### config.mk
export PLATFORM = sky130hd
export DESIGN_NAME = frame_min_len_pad
export DESIGN_NICKNAME = d
export VERILOG_FILES = /design/src/rtl/qbu_tx_pkg.sv /design/src/rtl/frame_pad_ch.sv /design/src/rtl/frame_min_len_pad.sv
export SDC_FILE = /design/constraint.sdc
export NUM_CORES = 1
export LEC_CHECK = 0
export BUFFER_PORTS_ARGS = -buffer_cell sky130_fd_sc_hd__buf_2
export CELL_PAD_IN_SITES_DETAIL_PLACEMENT = 0
export CELL_PAD_IN_SITES_GLOBAL_PLACEMENT = 2
export CORE_ASPECT_RATIO = 0.8
export CORE_MARGIN = 5
export CORE_UTILIZATION = 38
export CTS_CLUSTER_DIAMETER = 40
export CTS_CLUSTER_SIZE = 40
export DETAILED_ROUTE_END_ITERATION = 10
export PLACE_DENSITY = 0.9
export SLEW_MARGIN = 40
export SYNTH_ARGS = -nofsm -noshare
export SYNTH_HDL_FRONTEND = slang
export SYNTH_SLANG_ARGS = --single-unit
### constraint.sdc
create_clock -name i_clk -period 12.1 [get_ports i_clk]
set_input_delay 2.42 -clock i_clk [delete_from_list [all_inputs] [get_ports i_clk]]
set_output_delay 2.42 -clock i_clk [all_outputs]
set_load 0.01 [all_outputs]
### src/rtl/qbu_tx_pkg.sv
// qbu_tx_pkg: shared types and helpers for the qbu_tx minimum-length padding path
package qbu_tx_pkg;
  typedef enum logic [1:0] {IDLE, PASS, PAD} pad_state_t;
  localparam int MIN_LEN_DEFAULT = 46;
  function automatic logic [15:0] popcount_keep(input logic [63:0] keep);
    logic [15:0] n;
    n = '0;
    for (int i = 0; i < 64; i++) n = n + 16'(keep[i]);
    return n;
  endfunction
endpackage

### src/rtl/frame_pad_ch.sv
// frame_pad_ch: one AXIS channel that zero-pads short frames up to MIN_LEN bytes
module frame_pad_ch
  import qbu_tx_pkg::*;
#(
  parameter int DATA_W = 8,
  parameter int MIN_LEN = MIN_LEN_DEFAULT,
  parameter bit PAD_EN = 1'b1
) (
  input  logic                  i_clk,
  input  logic                  i_rst,
  input  logic [DATA_W-1:0]     i_data,
  input  logic [15:0]           i_user,
  input  logic [DATA_W/8-1:0]   i_keep,
  input  logic                  i_last,
  input  logic                  i_valid,
  input  logic [15:0]           i_type,
  output logic                  o_ready,
  output logic [DATA_W-1:0]     o_data,
  output logic [15:0]           o_user,
  output logic [DATA_W/8-1:0]   o_keep,
  output logic                  o_last,
  output logic                  o_valid,
  output logic [15:0]           o_type,
  input  logic                  i_ready,
  output logic                  o_pad_act
);
  localparam int BYTES = DATA_W / 8;
  localparam logic [16:0] MIN_L = 17'(MIN_LEN);
  localparam logic [16:0] BYTES_L = 17'(BYTES);
  pad_state_t state, state_n;
  logic [15:0] cnt, cnt_n, cap_user, cap_type, usr, typ;
  logic [16:0] sum, rem;
  logic [DATA_W-1:0] lane_mask, data_n;
  logic [BYTES-1:0] rem_keep, keep_n;
  logic acc, load, last_n, tail;
  assign o_ready = !i_rst && (!o_valid || i_ready) && state != PAD;
  assign acc = i_valid && o_ready;
  assign load = acc || (state == PAD && (!o_valid || i_ready));
  assign o_pad_act = state == PAD;
  assign usr = state == IDLE ? i_user : cap_user;
  assign typ = state == IDLE ? i_type : cap_type;
  assign sum = {1'b0, cnt} + {1'b0, popcount_keep(64'(i_keep))};
  assign rem = MIN_L - {1'b0, cnt};
  assign tail = rem <= BYTES_L;
  always_comb begin
    lane_mask = '0;
    rem_keep = '0;
    for (int i = 0; i < BYTES; i++) begin
      lane_mask[i*8 +: 8] = {8{i_keep[i]}};
      rem_keep[i] = 17'(i) < rem;
    end
  end
  // a short last beat and a pad beat share the same tail rule on the remaining byte count
  always_comb begin
    state_n = state;
    cnt_n = cnt;
    data_n = i_data;
    keep_n = i_keep;
    last_n = i_last;
    if (state == PAD) begin
      data_n = '0;
      keep_n = tail ? rem_keep : '1;
      last_n = tail;
      if (load) begin
        state_n = tail ? IDLE : PAD;
        cnt_n = tail ? '0 : cnt + 16'(BYTES);
      end
    end else if (acc) begin
      if (!i_last) begin
        state_n = PASS;
        cnt_n = sum >= MIN_L ? 16'(MIN_LEN) : sum[15:0];
      end else if (!PAD_EN || sum >= MIN_L) begin
        state_n = IDLE;
        cnt_n = '0;
      end else begin
        data_n = i_data & lane_mask;
        keep_n = tail ? rem_keep : '1;
        last_n = tail;
        state_n = tail ? IDLE : PAD;
        cnt_n = tail ? '0 : cnt + 16'(BYTES);
      end
    end
  end
  always_ff @(posedge i_clk or posedge i_rst) begin
    if (i_rst) begin
      state <= IDLE;
      cnt <= '0;
      cap_user <= '0;
      cap_type <= '0;
      o_data <= '0;
      o_user <= '0;
      o_keep <= '0;
      o_last <= 1'b0;
      o_valid <= 1'b0;
      o_type <= '0;
    end else begin
      state <= state_n;
      cnt <= cnt_n;
      o_valid <= load || (o_valid && !i_ready);
      if (acc && state == IDLE) begin
        cap_user <= i_user;
        cap_type <= i_type;
      end
      if (load) begin
        o_data <= data_n;
        o_keep <= keep_n;
        o_last <= last_n;
        o_type <= typ;
        o_user <= (PAD_EN && usr < 16'(MIN_LEN)) ? 16'(MIN_LEN) : usr;
      end
    end
  end
endmodule

### src/rtl/frame_min_len_pad.sv
// frame_min_len_pad: multi-channel minimum-frame-length enforcer for the qbu_tx path
module frame_min_len_pad
  import qbu_tx_pkg::*;
#(
  parameter int NUM_CH = 2,
  parameter int DATA_W = 8,
  parameter int MIN_LEN = MIN_LEN_DEFAULT,
  parameter logic [NUM_CH-1:0] PAD_EN = '1
) (
  input  logic                           i_clk,
  input  logic                           i_rst,
  input  logic [NUM_CH*DATA_W-1:0]       i_data,
  input  logic [NUM_CH*16-1:0]           i_user,
  input  logic [NUM_CH*(DATA_W/8)-1:0]   i_keep,
  input  logic [NUM_CH-1:0]              i_last,
  input  logic [NUM_CH-1:0]              i_valid,
  input  logic [NUM_CH*16-1:0]           i_type,
  output logic [NUM_CH-1:0]              o_ready,
  output logic [NUM_CH*DATA_W-1:0]       o_data,
  output logic [NUM_CH*16-1:0]           o_user,
  output logic [NUM_CH*(DATA_W/8)-1:0]   o_keep,
  output logic [NUM_CH-1:0]              o_last,
  output logic [NUM_CH-1:0]              o_valid,
  output logic [NUM_CH*16-1:0]           o_type,
  input  logic [NUM_CH-1:0]              i_ready,
  output logic [NUM_CH-1:0]              o_pad_act
);
  localparam int BYTES = DATA_W / 8;
  for (genvar c = 0; c < NUM_CH; c++) begin : g_ch
    frame_pad_ch #(
      .DATA_W (DATA_W),
      .MIN_LEN(MIN_LEN),
      .PAD_EN (PAD_EN[c])
    ) u_ch (
      .i_clk    (i_clk),
      .i_rst    (i_rst),
      .i_data   (i_data[c*DATA_W +: DATA_W]),
      .i_user   (i_user[c*16 +: 16]),
      .i_keep   (i_keep[c*BYTES +: BYTES]),
      .i_last   (i_last[c]),
      .i_valid  (i_valid[c]),
      .i_type   (i_type[c*16 +: 16]),
      .o_ready  (o_ready[c]),
      .o_data   (o_data[c*DATA_W +: DATA_W]),
      .o_user   (o_user[c*16 +: 16]),
      .o_keep   (o_keep[c*BYTES +: BYTES]),
      .o_last   (o_last[c]),
      .o_valid  (o_valid[c]),
      .o_type   (o_type[c*16 +: 16]),
      .i_ready  (i_ready[c]),
      .o_pad_act(o_pad_act[c])
    );
  end
endmodule
-- Word-level counts from Yosys, hierarchy flattened
Cells that the tools add are included.
- output and inout bits: 90
- memories: 0
- input port bits: 90
- register bits after elaboration: 186
- bits in read-only memories: 0
- logic and storage cells: 129
- RAM bits: 0
- bits in latches: 0
- add/subtract/negate cells: 6
- equal/unequal tests: 6
- $mul: 0
- reductions and logical operators: 29
- shifts and indexed selects: 0
- div/mod/pow operators: 0
- bitwise operators: 2
- order comparisons: 8
- muxes and demuxes: 58
- operator list (operator ; number):
    $mux 16 ; 20
    $mux 8 ; 8
    $add 16x1->17 ; 2
    $ge 17x6->1 const B ; 2
    $le 17x1->1 const B ; 2
    $lt 1x17->1 const A ; 2
    $sub 6x16->17 const A ; 2
    $add 16x1->16 const B ; 2
    $lt 16x6->1 const B ; 2
    $mux 2 ; 12
    $mux 1 ; 18
    $and 8x8->8 ; 2
    $logic_and 1x1->1 ; 12
    $ne 2x2->1 const B ; 4
    $logic_or 1x1->1 ; 6
    $logic_not 1->1 ; 5
    $eq 2x2->1 const B ; 2
    $logic_not 2->1 ; 2
    $reduce_and 2->1 ; 2
    $reduce_bool 2->1 ; 2

-- Logic depth before layout (Yosys ltp)
- depth after elaboration: 8
- gate-level depth with buffers: 11
- depth with buffers taken out: 9

-- Cells and area by module
From an unflattened synthesis, not the netlist that was laid out.
- cell total of the unflattened synthesis: 983
- area, all modules: 9904.5 sq um
- by module, submodules not included (module ; sequential area each (sq um) ; cells each ; area an instance (sq um) ; instances):
    frame_pad_ch at g_ch[1].u_ch ; 2327.2 ; 486 ; 4988.5 ; 1
    frame_pad_ch at g_ch[0].u_ch ; 2327.2 ; 497 ; 4916.0 ; 1

-- Worst setup path before layout
No wires, ideal clock.
- kind: in2out
- start point: in i_ready[0]
- end point: out o_ready[0]
- slack: 6852 ps
- required time: 9680 ps
- buffers on the path: 1
- arrival time: 2828 ps
- stages on the path: 3
- cells stage by stage: nor2b_1 -> nor3_1 -> buf_4
- longest elaborated chain between the ends: 3
- RTL lines (what ; line ; source):
    start, declared ; frame_min_len_pad.sv:25 ; input logic [NUM_CH-1:0] i_ready,
    $logic_or 1x1->1 ; frame_pad_ch.sv:36 ; assign o_ready = !i_rst && (!o_valid || i_ready) && state != PAD;
    $logic_and 1x1->1 (2 in series) ; frame_pad_ch.sv:36 ;
    end, declared ; frame_min_len_pad.sv:18 ; output logic [NUM_CH-1:0] o_ready,
No other way between the ends.

-- Worst setup path in the final report
- start point: in i_rst
- end point: out o_ready[0]
- longest elaborated chain between the ends: 3
- RTL lines (what ; line ; source):
    start, declared ; frame_min_len_pad.sv:11 ; input logic i_rst,
    $logic_not 1->1 (no line) ; n/a ;
    $logic_and 1x1->1 (2 in series) ; frame_pad_ch.sv:36 ;
No other way between the ends.

==> report_table.html <==
<table>
<tr><th>Metric</th><th>Value</th></tr>
<tr><th colspan="2">Run status</th></tr>
<tr><td>Status</td><td>finished clean</td></tr>
<tr><th colspan="2">Clock network</th></tr>
<tr><td>Clock sinks</td><td>186</td></tr>
<tr><td>Total clock buffers created by CTS</td><td>17</td></tr>
<tr><td>H-tree lvl count</td><td>4</td></tr>
<tr><td>Hold_buf cts</td><td>0</td></tr>
<tr><td>Number of gates resized after cts</td><td>0</td></tr>
<tr><td>Clock tree buffer depth</td><td>2</td></tr>
<tr><td>TritonCTS clock tree</td><td>built</td></tr>
<tr><td>Latest clock arrival within the worst-skew pair</td><td>0.43 ns</td></tr>
<tr><td>Buffer cell driving the clock tree root</td><td>sky130_fd_sc_hd__clkbuf_16</td></tr>
<tr><td>Setup bufs post-CTS</td><td>0</td></tr>
<tr><td>Clock slew at reported path FFs</td><td>0.07 ns</td></tr>
<tr><th colspan="2">Final layout</th></tr>
<tr><td>Final Util</td><td>45.4%</td></tr>
<tr><td>Layout cell share with drive strength beyond 1</td><td>27.2%</td></tr>
<tr><td>Fin area</td><td>0.0115 mm²</td></tr>
<tr><td>Final layout net count</td><td>1244</td></tr>
<tr><td>Final non-filler cell total</td><td>1484</td></tr>
<tr><td>Area Growth Syn to Fin</td><td>17.1%</td></tr>
<tr><th colspan="2">Job</th></tr>
<tr><td>Count of maximum capacitance violations</td><td>0</td></tr>
<tr><th colspan="2">Logic synthesis</th></tr>
<tr><td>Sequential cell area fraction in the yosys report</td><td>47.4%</td></tr>
<tr><td>Cell taking the most area after synthesis</td><td>sky130_fd_sc_hd__dfrtp_1</td></tr>
<tr><td>Synth Net Count</td><td>1113</td></tr>
<tr><td>Number of warnings issued by yosys</td><td>0</td></tr>
<tr><td>Biggest area contributors in the synthesized netlist</td><td>sky130_fd_sc_hd__dfrtp_1 (47%), sky130_fd_sc_hd__mux2_2 (7.9%), sky130_fd_sc_hd__nand2_1 (5.0%), sky130_fd_sc_hd__o21ai_0 (3.8%), sky130_fd_sc_hd__mux2i_1 (3.5%)</td></tr>
<tr><td>Post-Syn Area per Cell</td><td>9.68 µm²</td></tr>
<tr><td>Dominant register cell in the synthesized netlist</td><td>sky130_fd_sc_hd__dfrtp_1</td></tr>
<tr><td>Top-count cell post-synth</td><td>sky130_fd_sc_hd__dfrtp_1</td></tr>
<tr><td>Share of flip-flops with an asynchronous set or reset after synthesis</td><td>100%</td></tr>
<tr><td>Number of flops mapped to enable cells by yosys</td><td>0</td></tr>
<tr><td>Count of different cell masters after synthesis</td><td>75</td></tr>
<tr><td>Synth Register Bits</td><td>186</td></tr>
<tr><td>Netlist area before placement</td><td>0.00983 mm²</td></tr>
<tr><td>Post-synthesis instance total</td><td>1015</td></tr>
<tr><td>Portion of synthesized cell area occupied by the leading cell type</td><td>47.4%</td></tr>
<tr><td>Most frequent cells after synthesis</td><td>sky130_fd_sc_hd__dfrtp_1 (186), sky130_fd_sc_hd__nand2_1 (132), sky130_fd_sc_hd__nor2_1 (79), sky130_fd_sc_hd__o21ai_0 (75), sky130_fd_sc_hd__mux2_2 (69)</td></tr>
<tr><th colspan="2">Placed design</th></tr>
<tr><td>Buffers on Ports</td><td>179</td></tr>
<tr><td>Setup Slack @ Placement</td><td>6.59 ns</td></tr>
<tr><td>Placed cell areas</td><td>0.0109 mm²</td></tr>
<tr><td>Gp weighted congestion</td><td>0.863</td></tr>
<tr><td>Placed Cells</td><td>1450</td></tr>
<tr><td>Half-perimeter wire length after detailed placement</td><td>18700 µm</td></tr>
<tr><th colspan="2">Pwr</th></tr>
<tr><td>Combinational Power Share</td><td>41.3%</td></tr>
<tr><td>Pwr dens</td><td>241 mW/mm²</td></tr>
<tr><td>Switching power share of the total</td><td>41.3%</td></tr>
<tr><td>Max VDD drop</td><td>145 µV</td></tr>
<tr><td>Net switching power of the design</td><td>1.15 mW</td></tr>
<tr><td>Power share of the clock group</td><td>20.0%</td></tr>
<tr><td>Cell-internal power</td><td>1.63 mW</td></tr>
<tr><td>Flop pwr share</td><td>38.7%</td></tr>
<tr><td>Leakage component of the power</td><td>5.04 nW</td></tr>
<tr><th colspan="2">STA</th></tr>
<tr><td>Min Clock Period, post-route</td><td>5.51 ns</td></tr>
<tr><td>Final max-slew violation count</td><td>0</td></tr>
<tr><td>Slew headroom</td><td>51.6%</td></tr>
<tr><td>Largest clock skew in the final design</td><td>0.0115 ns</td></tr>
<tr><td>Transition at the pin with the smallest max-transition slack</td><td>0.727 ns</td></tr>
<tr><td>Final setup violation count</td><td>0</td></tr>
<tr><td>Final hold violations</td><td>0</td></tr>
<tr><td>Setup repair after global routing missed its margin</td><td>false</td></tr>
<tr><td>Period utilisation layout</td><td>45.5%</td></tr>
<tr><td>Post-route setup slack</td><td>6.59 ns</td></tr>
<tr><td>Accumulated negative setup slack</td><td>0 ns</td></tr>
<tr><td>F_max</td><td>0.182 GHz</td></tr>
<tr><th colspan="2">Critical path</th></tr>
<tr><td>Critical path launch point</td><td>i_rst</td></tr>
<tr><td>CP peak stage delay</td><td>0.29 ns</td></tr>
<tr><td>Sequence of cells on the critical path</td><td>buf_2 -&gt; nor3_1 -&gt; buf_2</td></tr>
<tr><td>CP dominant cell by count</td><td>sky130_fd_sc_hd__buf_2</td></tr>
<tr><td>End of the worst register-to-register path</td><td>g_ch[1].u_ch.cnt[13]</td></tr>
<tr><td>Crit path capture</td><td>o_ready[0]</td></tr>
<tr><td>Reg2Reg Launch Point</td><td>g_ch[1].u_ch.cnt[0]</td></tr>
<tr><td>Category of the worst setup path launch point</td><td>primary input</td></tr>
<tr><td>Worst Reg-to-Reg Cells</td><td>10</td></tr>
<tr><td>Depth of the critical timing path with buffers and inverters included</td><td>3</td></tr>
<tr><td>WP data arrival</td><td>3.09 ns</td></tr>
<tr><td>Path type of the worst setup path</td><td>primary input to output pin</td></tr>
<tr><td>Crit path capture type</td><td>output pin</td></tr>
<tr><td>Combined buffer and inverter count along the critical path</td><td>2</td></tr>
<tr><td>Critical-path top delay cell</td><td>sky130_fd_sc_hd__nor3_1</td></tr>
<tr><td>Crit path required time</td><td>9.68 ns</td></tr>
<tr><td>Critical path peak fanout</td><td>5</td></tr>
<tr><td>Worst reg2reg setup slack</td><td>8.61 ns</td></tr>
<tr><td>Top cell family by delay on the critical path</td><td>buffers and inverters</td></tr>
<tr><th colspan="2">Detailed routing</th></tr>
<tr><td>Vias post-DR</td><td>8348</td></tr>
<tr><td>Post-DR wirelength/cell</td><td>18.4 µm</td></tr>
<tr><td>1st-iter DRT viols</td><td>758</td></tr>
<tr><td>Final WL</td><td>27300 µm</td></tr>
<tr><td>Pre-antenna DRT Iters</td><td>6</td></tr>
<tr><td>DRC viols</td><td>0</td></tr>
<tr><td>Number of nets with antenna violations after detailed routing</td><td>0</td></tr>
<tr><td>Number of vias per cell after detailed routing</td><td>5.63</td></tr>
<tr><th colspan="2">Global routing</th></tr>
<tr><td>Grt ovf</td><td>0</td></tr>
<tr><td>Initial antenna violation count</td><td>8</td></tr>
<tr><td>Number of global-route vias before repair</td><td>7942</td></tr>
<tr><td>Pin count of the biggest net entering global routing</td><td>123</td></tr>
<tr><td>Total Routing Usage GR</td><td>18.4%</td></tr>
<tr><td>Wire length of the first global-routing pass</td><td>44000 µm</td></tr>
<tr><th colspan="2">Hold path</th></tr>
<tr><td>Hold/Removal Path Class</td><td>register to register</td></tr>
<tr><th colspan="2">Floorplan</th></tr>
<tr><td>Chip Width</td><td>190 µm</td></tr>
<tr><td>Area inside the core boundary</td><td>0.0254 mm²</td></tr>
<tr><td># rows</td><td>52</td></tr>
<tr><td>Die height</td><td>154 µm</td></tr>
<tr><td>Initial cell density of the core</td><td>38.7%</td></tr>
<tr><td>Die Footprint</td><td>0.0292 mm²</td></tr>
<tr><td>Ports</td><td>180</td></tr>
</table>
## state kept, by name, indices dropped and copies added (netlist names)
signal and cells:
g_ch.u_ch.cap_type 32, g_ch.u_ch.cap_user 32, g_ch.u_ch.cnt 32, g_ch.u_ch.o_data 16, g_ch.u_ch.o_keep 2, g_ch.u_ch.o_last 2
g_ch.u_ch.o_type 32, g_ch.u_ch.o_user 32, g_ch.u_ch.o_valid 2, g_ch.u_ch.state 4
## through the flow
step | power, mW | hold slack (ns)
after floorplan | 1.85 | 0.451
after global placement | 2.21 | 0.455
after detailed placement | 2.23 | 0.469
after CTS | 2.80 | 0.487
after global routing | 2.99 | 0.505
final | 2.78 | 0.480
## cells in the final DEF, fill, tap and decap left out, types with 5 or more instances in the layout
cell,Yosys,final
sky130_fd_sc_hd__a21oi_1,28,27
sky130_fd_sc_hd__clkbuf_16,0,17
sky130_fd_sc_hd__dfrtp_1,186,186
sky130_fd_sc_hd__a22o_1,22,22
sky130_fd_sc_hd__inv_1,14,13
sky130_fd_sc_hd__buf_2,11,179
sky130_fd_sc_hd__o31ai_1,13,13
sky130_fd_sc_hd__mux2i_1,34,34
sky130_fd_sc_hd__nand3_1,32,32
sky130_fd_sc_hd__or3_1,7,7
sky130_fd_sc_hd__nand2_1,132,132
sky130_fd_sc_hd__nor2b_1,10,10
sky130_fd_sc_hd__and3_1,10,10
sky130_fd_sc_hd__buf_4,16,13
sky130_fd_sc_hd__xnor2_1,5,5
sky130_fd_sc_hd__nor4_1,19,18
sky130_fd_sc_hd__a31oi_1,43,43
sky130_fd_sc_hd__o21ai_0,75,75
sky130_fd_sc_hd__mux2_2,69,69
sky130_fd_sc_hd__o22ai_1,6,6
sky130_fd_sc_hd__nor3_1,20,20
sky130_fd_sc_hd__nand4_1,8,8
sky130_fd_sc_hd__nand2b_1,12,12
sky130_fd_sc_hd__or4_1,10,10
sky130_fd_sc_hd__nor2_1,79,75
sky130_fd_sc_hd__a32o_1,7,7
sky130_fd_sc_hd__ha_1,8,8
sky130_fd_sc_hd__and2_1,7,7
## routing by layer
| layer | share of wire (%) | up-vias | track usage (%) | wire, µm |
|---|---|---|---|---|
| li1 | - | 3979 | - | - |
| met1 | 49 | 4056 | 27.5 | 13300 |
| met2 | 42 | 265 | 25.6 | 11400 |
| met3 | 8.0 | 36 | 6.53 | 2200 |
| met4 | 1.2 | 12 | 4.10 | 327 |
| met5 | 0.22 | - | 0 | 61 |
## worst reg2reg max path, cell delays in order, from the launching register on
cell and delay [ns]:
sky130_fd_sc_hd__dfrtp_1 0.60, sky130_fd_sc_hd__ha_1 0.29, sky130_fd_sc_hd__ha_1 0.36, sky130_fd_sc_hd__nand3_1 0.33
sky130_fd_sc_hd__nor4_1 0.38, sky130_fd_sc_hd__xnor2_1 0.14, sky130_fd_sc_hd__o211a_1 0.19, sky130_fd_sc_hd__a31oi_1 0.18
sky130_fd_sc_hd__buf_4 0.23, sky130_fd_sc_hd__or2_0 0.47, sky130_fd_sc_hd__o21ai_0 0.18
## worst min-delay path by stage
stage | cells after the start | to | from | slack, ns
floorplan | 2 | g_ch[1].u_ch.o_last | g_ch[1].u_ch.o_last | 0.45
global placement | 2 | g_ch[0].u_ch.o_type[8] | g_ch[0].u_ch.o_type[8] | 0.46
detailed placement | 2 | g_ch[0].u_ch.o_type[11] | g_ch[0].u_ch.o_type[11] | 0.47
CTS | 2 | g_ch[0].u_ch.o_type[11] | g_ch[0].u_ch.o_type[11] | 0.49
global route | 2 | g_ch[0].u_ch.o_user[8] | g_ch[0].u_ch.o_user[8] | 0.51
finish | 2 | g_ch[0].u_ch.o_user[10] | g_ch[0].u_ch.o_user[10] | 0.48
## cell families (layout without fill, tap and decap cells)
family	count (synthesis)	in the layout	share of synthesized area (%)
multiplexers	103	103	11.4
XOR/XNOR	8	8	0.713
other	0	2	0
flip-flops	186	186	47.4
AND/OR/NAND/NOR	365	365	17.9
adder cells (fa/ha/maj)	8	8	1.02
buffers and inverters	96	239	4.46
AO/OA/AOI/OAI	249	249	17.1
## power by group through the flow
| stage | registers, mW | logic, mW | clock network, mW |
|---|---|---|---|
| 5_1_grt | 1.11 | 1.28 | 0.596 |
| 3_3_place_gp | 1.08 | 1.14 | 0 |
| 4_1_cts | 1.07 | 1.15 | 0.569 |
| 2_1_floorplan | 1.07 | 0.780 | 0 |
| 6_report | 1.07 | 1.15 | 0.555 |
| 3_5_place_dp | 1.08 | 1.15 | 0 |
## area by class of cell
class | count | area [µm²]
diodes | 2 | 5.00
clock buffers | 18 | 439
clock inverters | 13 | 135
fillers | 2468 | 13900
inverters | 14 | 65.1
multi-input cells | 733 | 4780
flip-flops and latches | 186 | 4650
well taps | 324 | 405
repair buffers | 194 | 1020
Note: power is estimated with default switching activity, not from simulation.
